--- config.mk ---
export PLATFORM = sky130hd
export DESIGN_NAME = xor_result_accum
export DESIGN_NICKNAME = d
export VERILOG_FILES = /design/src/rtl/xor_pkg.sv /design/src/rtl/xor_result_accum_pop_count.sv /design/src/rtl/xor_result_accum.sv
export SDC_FILE = /design/constraint.sdc
export NUM_CORES = 1
export LEC_CHECK = 0
export BUFFER_PORTS_ARGS = -buffer_cell sky130_fd_sc_hd__buf_2
export CORE_MARGIN = 4
export CORE_UTILIZATION = 45
export DETAILED_ROUTE_END_ITERATION = 10
export MAX_ROUTING_LAYER = met4
export PLACE_DENSITY = 0.7
export SLEW_MARGIN = 20
export SYNTH_ARGS = -nofsm -noshare
export SYNTH_HDL_FRONTEND = slang
export SYNTH_SLANG_ARGS = --single-unit
export TNS_END_PERCENT = 10
--- constraint.sdc ---
create_clock -name clk -period 6 [get_ports clk]
set_clock_uncertainty 0.15 [all_clocks]
set_input_delay 0 -clock clk [delete_from_list [all_inputs] [get_ports clk]]
set_output_delay 0 -clock clk [all_outputs]
set_load 0.02 [all_outputs]
--- src/rtl/xor_pkg.sv ---
// Shared constants and types for the xor_oper result accumulator.
package xor_pkg;

  localparam int DW_DEF        = 4;
  localparam int N_SAMPLES_DEF = 4;
  localparam int DRPW_DEF      = 8;

  typedef enum logic {
    ACCUM = 1'b0,
    HOLD  = 1'b1
  } state_e;

  // Bits needed to hold the popcount of a w-bit word.
  function automatic int pop_w(input int w);
    return $clog2(w + 1);
  endfunction

endpackage

--- src/rtl/xor_result_accum_pop_count.sv ---
// Combinational population count of one DW-bit word.
module pop_count
  import xor_pkg::*;
#(
  parameter int DW = DW_DEF,
  parameter int PW = pop_w(DW)
) (
  input  logic [DW-1:0] din,
  output logic [PW-1:0] cnt
);

  always_comb begin
    cnt = '0;
    for (int i = 0; i < DW; i++) cnt = cnt + PW'(din[i]);
  end

endmodule

--- src/rtl/xor_result_accum.sv ---
// Accumulates N_SAMPLES xor_oper results into a parity/popcount/count summary
// and holds it on a valid/ready port, counting samples lost while holding.
module xor_result_accum
  import xor_pkg::*;
#(
  parameter int DW        = DW_DEF,
  parameter int N_SAMPLES = N_SAMPLES_DEF,
  parameter int DRPW      = DRPW_DEF,
  parameter int CNTW      = $clog2(N_SAMPLES + 1),
  parameter int POPW      = $clog2(DW * N_SAMPLES + 1)
) (
  input  logic            clk,
  input  logic            rst,
  input  logic [DW-1:0]   co,
  input  logic            co_vld,
  input  logic            flush,
  output logic            in_rdy,
  output logic            res_vld,
  input  logic            res_rdy,
  output logic [DW-1:0]   res_par,
  output logic [POPW-1:0] res_pop,
  output logic [CNTW-1:0] res_cnt,
  output logic [DRPW-1:0] drop_cnt
);

  localparam int PCW = pop_w(DW);

  state_e            state_q;
  logic [DW-1:0]     acc_par_q, acc_par_d;
  logic [POPW-1:0]   acc_pop_q, acc_pop_d;
  logic [CNTW-1:0]   acc_cnt_q, acc_cnt_d;
  logic              in_rdy_q, res_vld_q;
  logic [DW-1:0]     res_par_q;
  logic [POPW-1:0]   res_pop_q;
  logic [CNTW-1:0]   res_cnt_q;
  logic [DRPW-1:0]   drop_q;
  logic [PCW-1:0]    co_pop;
  logic              close_d;

  pop_count #(.DW(DW), .PW(PCW)) u_pop (
    .din (co),
    .cnt (co_pop)
  );

  // Accumulator values including this cycle's sample (if any).
  always_comb begin
    acc_par_d = acc_par_q;
    acc_pop_d = acc_pop_q;
    acc_cnt_d = acc_cnt_q;
    if (co_vld) begin
      acc_par_d = acc_par_q ^ co;
      acc_pop_d = acc_pop_q + POPW'(co_pop);
      acc_cnt_d = acc_cnt_q + 1'b1;
    end
    // A flush with nothing pending and no sample this cycle is a no-op.
    close_d = (co_vld && (acc_cnt_d == CNTW'(N_SAMPLES))) ||
              (flush && (co_vld || (acc_cnt_q != '0)));
  end

  always_ff @(posedge clk or posedge rst) begin
    if (rst) begin
      state_q   <= ACCUM;
      acc_par_q <= '0;
      acc_pop_q <= '0;
      acc_cnt_q <= '0;
      in_rdy_q  <= 1'b1;
      res_vld_q <= 1'b0;
      res_par_q <= '0;
      res_pop_q <= '0;
      res_cnt_q <= '0;
      drop_q    <= '0;
    end else begin
      case (state_q)
        ACCUM: begin
          acc_par_q <= acc_par_d;
          acc_pop_q <= acc_pop_d;
          acc_cnt_q <= acc_cnt_d;
          if (close_d) begin
            state_q   <= HOLD;
            in_rdy_q  <= 1'b0;
            res_vld_q <= 1'b1;
            res_par_q <= acc_par_d;
            res_pop_q <= acc_pop_d;
            res_cnt_q <= acc_cnt_d;
          end
        end
        HOLD: begin
          // Samples arriving while held are lost, even in the handshake cycle.
          if (co_vld && (drop_q != '1)) drop_q <= drop_q + 1'b1;
          if (res_rdy) begin
            state_q   <= ACCUM;
            in_rdy_q  <= 1'b1;
            res_vld_q <= 1'b0;
            acc_par_q <= '0;
            acc_pop_q <= '0;
            acc_cnt_q <= '0;
          end
        end
        default: state_q <= ACCUM;
      endcase
    end
  end

  assign in_rdy   = in_rdy_q;
  assign res_vld  = res_vld_q;
  assign res_par  = res_par_q;
  assign res_pop  = res_pop_q;
  assign res_cnt  = res_cnt_q;
  assign drop_cnt = drop_q;

endmodule

After elaboration in Yosys (flattened, before gate mapping)
Cells that the tools add are included.
{ "op_classes": {"n_eq_ne": 4, "bitwise": 2, "n_addsub": 6, "n_mux": 18, "n_reduce_logical": 9} }
{ "op_table": {"columns": ["operator", "n"], "rows": [
  ["$mux 5", 2],
  ["$pmux 5 s2", 1],
  ["$add 8x1->8 const B", 1],
  ["$mux 4", 2],
  ["$ne 8x8->1 const B", 1],
  ["$pmux 4 s2", 1],
  ["$add 3x1->3", 2],
  ["$mux 1", 6],
  ["$mux 3", 2],
  ["$pmux 1 s2", 3],
  ["$pmux 3 s2", 1],
  ["$reduce_and 2->1", 3],
  ["$add 5x3->5", 1],
  ["$ne 2x2->1 const B", 2],
  ["$xor 4x4->4", 1],
  ["$add 3x1->3 const B", 1],
  ["$eq 3x3->1 const B", 1],
  ["$logic_and 1x1->1", 3],
  ["$reduce_bool 3->1", 1],
  ["$add 1x1->2", 1],
  ["$logic_or 1x1->1", 2],
  ["$not 1->1", 1]
]} }
{ "word_totals": {"ff_bits": 35, "word_cells": 49, "output_inout_bits": 22, "in_bits": 9} }

Longest topological paths before layout
Gate-level depths: netlist of run 1.
{ "logic_depth": {"depth_word": 7, "ltp_mapped": 9, "mapped_depth_nobuf": 9} }

Hierarchy
From an unflattened synthesis of run 1, not the netlist that was laid out.
{ "unflattened": {"cells_unflattened": 173, "hier_area_um2": 1798.0} }
{ "modules_own_cells": {"columns": ["mod", "area_per_inst_um2", "seq_area_each_um2", "cells_per_inst", "n_inst"], "rows": [
  ["xor_result_accum", 1734.2, 877.1, 165, 1],
  ["pop_count", 63.8, 0.0, 8, 1]
]} }

Worst setup path before layout of run 1
No wires, ideal clock.
{ "synth_path": {"path_kind": "input-to-reg", "from": "in co[0]", "to": "reg res_pop_q[1] (netlist: res_pop[1])", "required_time_ns": 5.725, "arrival_time_ns": 1.914, "setup_slack_ns": 3.810, "cell_stages": 8, "cell_sequence": "ha_1 inv_1 fa_1 inv_1 ha_1 fa_1 mux2_2 mux2_4"} }
{ "synth_between": {"elab_chain_cells": 5} }
{ "synth_lines": {"columns": ["item", "line_no", "text"], "rows": [
  ["start: declaration", "xor_result_accum.sv:14", "input logic [DW-1:0] co,"],
  ["$add 1x1->2", "xor_result_accum_pop_count.sv:14", "for (int i = 0; i < DW; i++) cnt = cnt + PW'(din[i]);"],
  ["$add 3x1->3 (2 in series)", "xor_result_accum_pop_count.sv:14", null],
  ["$add 5x3->5", "xor_result_accum.sv:52", "acc_pop_d = acc_pop_q + POPW'(co_pop);"],
  ["$mux 5", "xor_result_accum.sv:50", "if (co_vld) begin"],
  ["end signal: assignment", "xor_result_accum.sv:83", "res_pop_q <= acc_pop_d;"],
  ["end: declaration", "xor_result_accum.sv:34", "logic [POPW-1:0] res_pop_q;"]
]} }
Every way passes these cells.
A chain may end at the register's enable or synchronous reset.

Final worst setup path of run 1
Ends and elaborated chain as after synthesis.

==> flow_summary.json, run 1 <==
{
  "postRouteAntennaNets": 0,
  "wl_um": 3640,
  "synth_cell_types": 39,
  "clockBufferDepth": 2,
  "worst-slew-pin-transition_ps": 686,
  "antenna_found_initial": 0,
  "power.density_nw_per_um2": 518,
  "cts_tree": "yes",
  "yosysSeqAreaShare_pct": 47.9,
  "hold-worst-slack_ps": 12.3,
  "fp.dieH_um": 71.8,
  "cp_cell_sequence": "dlygate4sd3_1 > buf_2 > ha_1 > inv_1 > fa_1 > inv_1 > ha_1 > fa_1 > mux2_2 > mux2_4",
  "netlist_area_sq_um": 1830,
  "grt_pass1_vias": 1388,
  "layout-drive-gt1-share_pct": 25.2,
  "required_ps": 6030,
  "grt_util_all_layers_pct": 16.5,
  "globalRoute.totalOverflow": 0,
  "finalSetupViolCount": 0,
  "ys.warnings.count": 0,
  "gp_routability_congestion": 0.792,
  "start_kind": "input pin",
  "syn2layout_area_growth_pct": 16.8,
  "detail_route.iter0.violations": 44,
  "ys_seq_elements": 35,
  "cts.sinks": 35,
  "cp.arrival_ps": 2650,
  "outcome": "finished clean",
  "cap_viol_max_count": 0,
  "pin_count": 31,
  "syn_avg_cell_area_sq_um": 10.8,
  "nNetsFinal": 224,
  "clkLatencyLatePin_ps": 290,
  "numCtsBuffers": 5,
  "ir_drop_v": 0.000234,
  "grt_pass1_wl_um": 6580,
  "drv_slew": 0,
  "crit_path_max_incr_delay_ps": 520,
  "timing.final.crit_share_pct": 43.6,
  "grt_use_met3_pct": 3.79,
  "synthCells": 170,
  "die-area_sq_um": 5150,
  "root_buffer": "clkbuf_8",
  "routed_wire_length_per_instance_um": 14.3,
  "drc": 0,
  "critPathSlowestCell": "dlygate4sd3_1",
  "rsz0062_at_grt": "no",
  "period_minus_slack_ps": 2620,
  "ctsResizeCount": 0,
  "tns_ps": 0,
  "worst_path_dominant_cell_family": "adder cells",
  "cts_max_level": 2,
  "end_kind": "flop",
  "busiest_layer": "met2",
  "hp-class": "input pin to flop",
  "synth_edf_count": 0,
  "power_mw": 1.11,
  "vias": 1365,
  "die_x_um": 71.8,
  "io_buffers": 30,
  "criticalPathCategory": "input pin to flop",
  "async_reset_ff_share_pct": 100,
  "start_util_pct": 48.2,
  "syn-num-nets": 189,
  "gr-usage-met1_pct": 20.8,
  "slew_headroom_pct": 54.3,
  "final_hold_viol_count": 0,
  "power.static_leakage_nw": 1.04,
  "clk_pin_slew_ps": 70,
  "max_freq_ghz": 0.382,
  "vias_per_cell": 5.37,
  "use_met2_pct": 27.1,
  "n_antenna_cell": 0,
  "path_max_fanout": 2,
  "dr.pass1.iters": 4,
  "num_rows": 22,
  "coreArea_sq_um": 3800,
  "synth-main-ff-cell": "dfrtp_1",
  "dp_hpwl_um": 2550,
  "grt_max_degree": 36,
  "crit_buf_inv": 4
}
## cell usage after synthesis, types with 2 or more instances
| cell | number | area share [%] |
|---|---|---|
| a21o_1 | 2 | 0.82 |
| or3_1 | 2 | 0.68 |
| a31oi_1 | 5 | 1.7 |
| nor2_1 | 5 | 1.0 |
| inv_1 | 15 | 3.1 |
| o22ai_1 | 3 | 1.0 |
| a221oi_1 | 2 | 0.96 |
| mux2i_1 | 5 | 2.7 |
| fa_1 | 2 | 2.2 |
| clkbuf_1 | 4 | 0.82 |
| mux2_2 | 8 | 4.9 |
| buf_6 | 2 | 1.2 |
| xnor2_1 | 6 | 2.9 |
| o21ai_0 | 5 | 1.4 |
| nand3_1 | 2 | 0.55 |
| a21oi_1 | 8 | 2.2 |
| mux2_4 | 2 | 1.6 |
| nor2b_1 | 2 | 0.68 |
| ha_1 | 8 | 5.5 |
| nand2_1 | 21 | 4.3 |
| dfrtp_1 | 34 | 47 |
| o2bb2ai_1 | 5 | 2.4 |
| and3_1 | 2 | 0.68 |
| xor2_1 | 5 | 2.4 |
## report_power, final
| part | switching (mW) | leakage (nW) | internal, mW | total (mW) |
|---|---|---|---|---|
| combinational | 0.268 | 0.574 | 0.217 | 0.486 |
| clock | 0.0860 | 0.0412 | 0.0811 | 0.167 |
| sequential | 0.106 | 0.425 | 0.347 | 0.453 |
## kinds of logic after synthesis
family / Yosys count / synth area share, %
and+or+nand+nor: 41 / 11.0
AOI/OAI and AO/OA: 35 / 13.2
DFF: 35 / 47.9
buffers and inverters: 23 / 5.61
muxes: 15 / 9.30
xor gates and xnor gates: 11 / 5.27
adders and majority gates: 10 / 7.66
## worst paths after layout
| kind | slack [ps] | cells past startpoint | endpoint | start |
|---|---|---|---|---|
| setup / recovery | 3380 | 10 | res_pop[1]$_DFFE_PP0P_ | co[0] |
| hold / removal | 10 | 4 | acc_par_q[1]$_DFFE_PP0P_ | co[1] |
| setup reg to reg | 3950 | 5 | res_pop[2]$_DFFE_PP0P_ | acc_cnt_q[0]$_DFFE_PP0P_ |
| hold reg to reg | 350 | 1 | res_vld$_DFFE_PP0P_ | res_vld$_DFFE_PP0P_ |
| max in group asynchronous | 5160 | 4 | in_rdy$_DFFE_PP1P_ | rst |
| min in group asynchronous | 200 | 4 | drop_cnt[3]$_DFFE_PP0P_ | rst |
## metal layers
metal | vias up | wire length (um)
li1 | 659 | -
met1 | 666 | 1610
met2 | 34 | 1800
met3 | 6 | 192
met4 | 0 | 37
met5 | - | 0
## registers in the layout (all words and copies together), names as in the netlist
signal     cells
res_cnt        3
in_rdy         1
acc_pop_q      5
acc_cnt_q      3
res_vld        1
acc_par_q      4
res_pop        5
state_q        1
res_par        4
drop_cnt       8
## layout by cell type, fill, tap and decap left out, types with 6 or more instances in the layout
cell and count:
a21oi_1 8, buf_2 30, dfrtp_1 34, ha_1 8, inv_1 15, mux2_2 8, nand2_1 21, xnor2_1 6
## tightest hold or removal path: cells and delay by family
kind / cells / cell delay (ps)
compound gates: 1 / 140
xor+xnor: 1 / 90
buf+inv: 1 / 110
simple gates: 1 / 70
## cell type report
| type | instances | area [sq um] |
|---|---|---|
| inverter | 15 | 56.3 |
| tap | 48 | 60.1 |
| clock inverter | 2 | 12.5 |
| sequential | 35 | 877 |
| clock buffer | 6 | 72.6 |
| multi-input combinational | 112 | 850 |
| fill | 353 | 1660 |
| timing repair buffer | 36 | 208 |
## per-stage QoR
stage          instance area (sq um)  instances  worst slack [ps]  util, %
5_1_grt                         2140        254              3290     56.2
3_5_place_dp                    2000        241              3630     52.7
6_report                        2140        254              3380     56.2
2_1_floorplan                   1830        170              3810        -
3_3_place_gp                    2000        241              3660     52.7
4_1_cts                         2140        254              3380     56.2
## what timing repair did
action / 4_1_cts / 5_1_grt
endpoints found under the hold margin: 47 / 0
setup buffers: 0 / 0
hold buffers: 5 / 0
(Power assumes the default switching activity.)
==> run 2: changes to the inputs <==
- ABC_AREA: default -> 1
- clock period: 6 -> 2.48 ns (I/O delays scaled with it)
==> flow_summary.json, run 2 <==
{
  "ys.warnings.count": 0,
  "timing.final.crit_share_pct": 92.1,
  "wl_um": 3980,
  "final_common_cell": "nand2_1",
  "routed_wire_length_per_instance_um": 12.3,
  "start_util_pct": 46.8,
  "async_reset_ff_share_pct": 100,
  "layout-drive-gt1-share_pct": 18.3,
  "pin_count": 31,
  "tns_ps": 0,
  "synthTopCellsByCount": "86 x nand2_1, 34 x dfrtp_1, 29 x inv_1, 21 x nand3_1, 13 x o21ai_0",
  "end_kind": "flop",
  "yosysSeqAreaShare_pct": 46.8,
  "synth_area_leader_cell": "dfrtp_1",
  "hold_start": "flush",
  "num_rows": 23,
  "syn_avg_cell_area_sq_um": 8.07,
  "postRouteAntennaNets": 0,
  "crit_path_max_incr_delay_ps": 520,
  "grt_pass1_wl_um": 7270,
  "critPathSlowestCell": "dlygate4sd3_1",
  "synth-main-ff-cell": "dfrtp_1",
  "dr.pass1.iters": 4,
  "globalRoute.totalOverflow": 0,
  "reg2reg_slack_ps": 740,
  "hold_path_end": "in_rdy$_DFFE_PP1P_",
  "cp_cell_sequence": "dlygate4sd3_1 > buf_2 > inv_1 > fa_1 > inv_1 > ha_1 > fa_1 > nand2_1 > nand2_1 > nand3_1 > xnor2_1 > nand2_1 > nand2_1",
  "drv_slew": 0,
  "ys_seq_elements": 35,
  "clk_pin_slew_ps": 70,
  "coreArea_sq_um": 4000,
  "start_kind": "input pin",
  "slew_headroom_pct": 48.2,
  "root_buffer": "clkbuf_8",
  "largest_reg_flops": 8,
  "r2r_end": "res_pop[4]$_DFFE_PP0P_",
  "io_buffers": 30,
  "antenna_found_initial": 0,
  "clkLatencyLatePin_ps": 290,
  "power.density_nw_per_um2": 1120,
  "final_core_utilization_pct": 55.6,
  "cp.arrival_ps": 2360,
  "clockBufferDepth": 2,
  "netlist_area_sq_um": 1870,
  "die_x_um": 72.5,
  "rsz0062_at_grt": "no",
  "dp_hpwl_um": 2810,
  "power.static_leakage_nw": 1.23,
  "crit_top_cell": "nand2_1",
  "grt_pass1_vias": 1660,
  "crit_buf_inv": 4,
  "n_antenna_cell": 0,
  "hp-class": "input pin to flop",
  "grt_max_degree": 22,
  "grt_util_all_layers_pct": 18.1,
  "holdPathStages": 4,
  "synth_top_area_share_pct": 45.4,
  "cts_tree": "yes",
  "worst_path_dominant_cell_family": "adder cells",
  "cap_viol_max_count": 0,
  "numCtsBuffers": 5,
  "finalSetupViolCount": 0,
  "cts.sinks": 35,
  "max_freq_ghz": 0.438,
  "startpoint": "co[2]",
  "syn-num-nets": 251,
  "worst-slew-pin-transition_ps": 777,
  "cts_max_level": 2,
  "final_hold_viol_count": 0,
  "period_minus_slack_ps": 2290,
  "die-area_sq_um": 5260,
  "fp.dieH_um": 72.5,
  "synth_edf_count": 0,
  "criticalPathCategory": "input pin to flop",
  "vias": 1565,
  "synth_area_leaders": "dfrtp_1 45%, nand2_1 17%, inv_1 5.8%",
  "layout_common_cells": "86 x nand2_1, 34 x dfrtp_1, 30 x buf_2, 29 x inv_1, 21 x nand3_1",
  "reg2regPathDepth": 8,
  "ctsResizeCount": 0,
  "gp_routability_congestion": 0.804,
  "synth_cell_types": 26,
  "outcome": "finished clean",
  "path_max_fanout": 2,
  "synth.most_common_cell": "nand2_1",
  "nFillCells": 363,
  "detail_route.iter0.violations": 43,
  "synthCells": 232,
  "nNetsFinal": 291,
  "syn2layout_area_growth_pct": 18.8,
  "required_ps": 2560,
  "vias_per_cell": 4.85,
  "drc": 0,
  "ir_drop_v": 0.000534,
  "reg2reg_from": "acc_pop_q[0]$_DFFE_PP0P_"
}
-- run 2: cell count changes in the layout (fill, tap and decap cells not counted), sizes merged, moves of 7 or more --
cell / previous run / this run
nand2: 21 / 88
nand3: 2 / 21
inv: 15 / 30
mux2: 10 / 0
o21ai: 5 / 15
a21oi: 8 / 1
-- run 2: per-layer routing --
metal | GRT usage [%] | vias to the layer above | share of wire [%]
met5 | - | - | 0
met4 | 6.56 | 0 | 0.98
met3 | 3.46 | 4 | 3.8
met2 | 30.2 | 25 | 48
met1 | 21.7 | 736 | 48
li1 | - | 800 | -
-- run 2: kinds of logic after synthesis --
| group | count (synthesis) | synth area share (%) |
|---|---|---|
| buf+inv | 38 | 8.62 |
| simple gates | 122 | 27.5 |
| fa+ha+maj | 10 | 7.48 |
| flops | 35 | 46.8 |
| compound gates | 18 | 5.34 |
| xor+xnor | 9 | 4.21 |
-- run 2: worst max-delay path by stage --
| stage | to | slack [ps] | cells after the start |
|---|---|---|---|
| 2_1_floorplan | acc_pop_q[4]$_DFFE_PP0P_ | 470 | 12 |
| 3_3_place_gp | res_pop[4]$_DFFE_PP0P_ | 290 | 13 |
| 3_5_place_dp | acc_pop_q[4]$_DFFE_PP0P_ | 240 | 13 |
| 4_1_cts | res_pop[4]$_DFFE_PP0P_ | 220 | 13 |
| 5_1_grt | acc_pop_q[1]$_DFFE_PP0P_ | 80 | 11 |
| 6_report | res_pop[4]$_DFFE_PP0P_ | 190 | 13 |
-- run 2: timing repair --
item                       4_1_cts  5_1_grt
hold endpoints to repair        29        0
setup endpoints to repair        0        0
hold buffers                     6        0
buffers inserted                 0        0
-- run 2: tightest hold or removal path: cells and delay by family --
family                 cells  cell delay (ps)
AND/OR/NAND/NOR            3              430
buffers and inverters      1               70
-- run 2: area by class of cell --
cell class                      count  area [sq um]  area share [%]
Sequential cell                    35           877            39.4
Multi-Input combinational cell    159           835            37.5
Timing Repair Buffer               41           248            11.1
Inverter                           30           113            5.06
Clock buffer                        7          86.3            3.88
Tap cell                           50          62.6            2.81
Clock inverter                      1          5.00           0.225
-- run 2: power breakdown --
part           switching (mW)  leakage [nW]  internal (mW)
sequential              0.158         0.449          0.804
combinational           0.716         0.732          0.385
clock                   0.206        0.0482          0.224
total                    1.08          1.23           1.41
-- run 2: per-stage QoR --
step                      hold WS (ps)  cells  worst slack [ps]  total power, mW  instance area [sq um]
after global placement            30.0    309               288             2.03                   2070
after CTS                         63.8    323               216             2.52                   2230
final                             69.6    323               195             2.49                   2230
after floorplan                   3.56    232               472             1.75                   1870
after global routing               113    323              75.9             2.72                   2230
after detailed placement          37.1    309               243             2.07                   2070
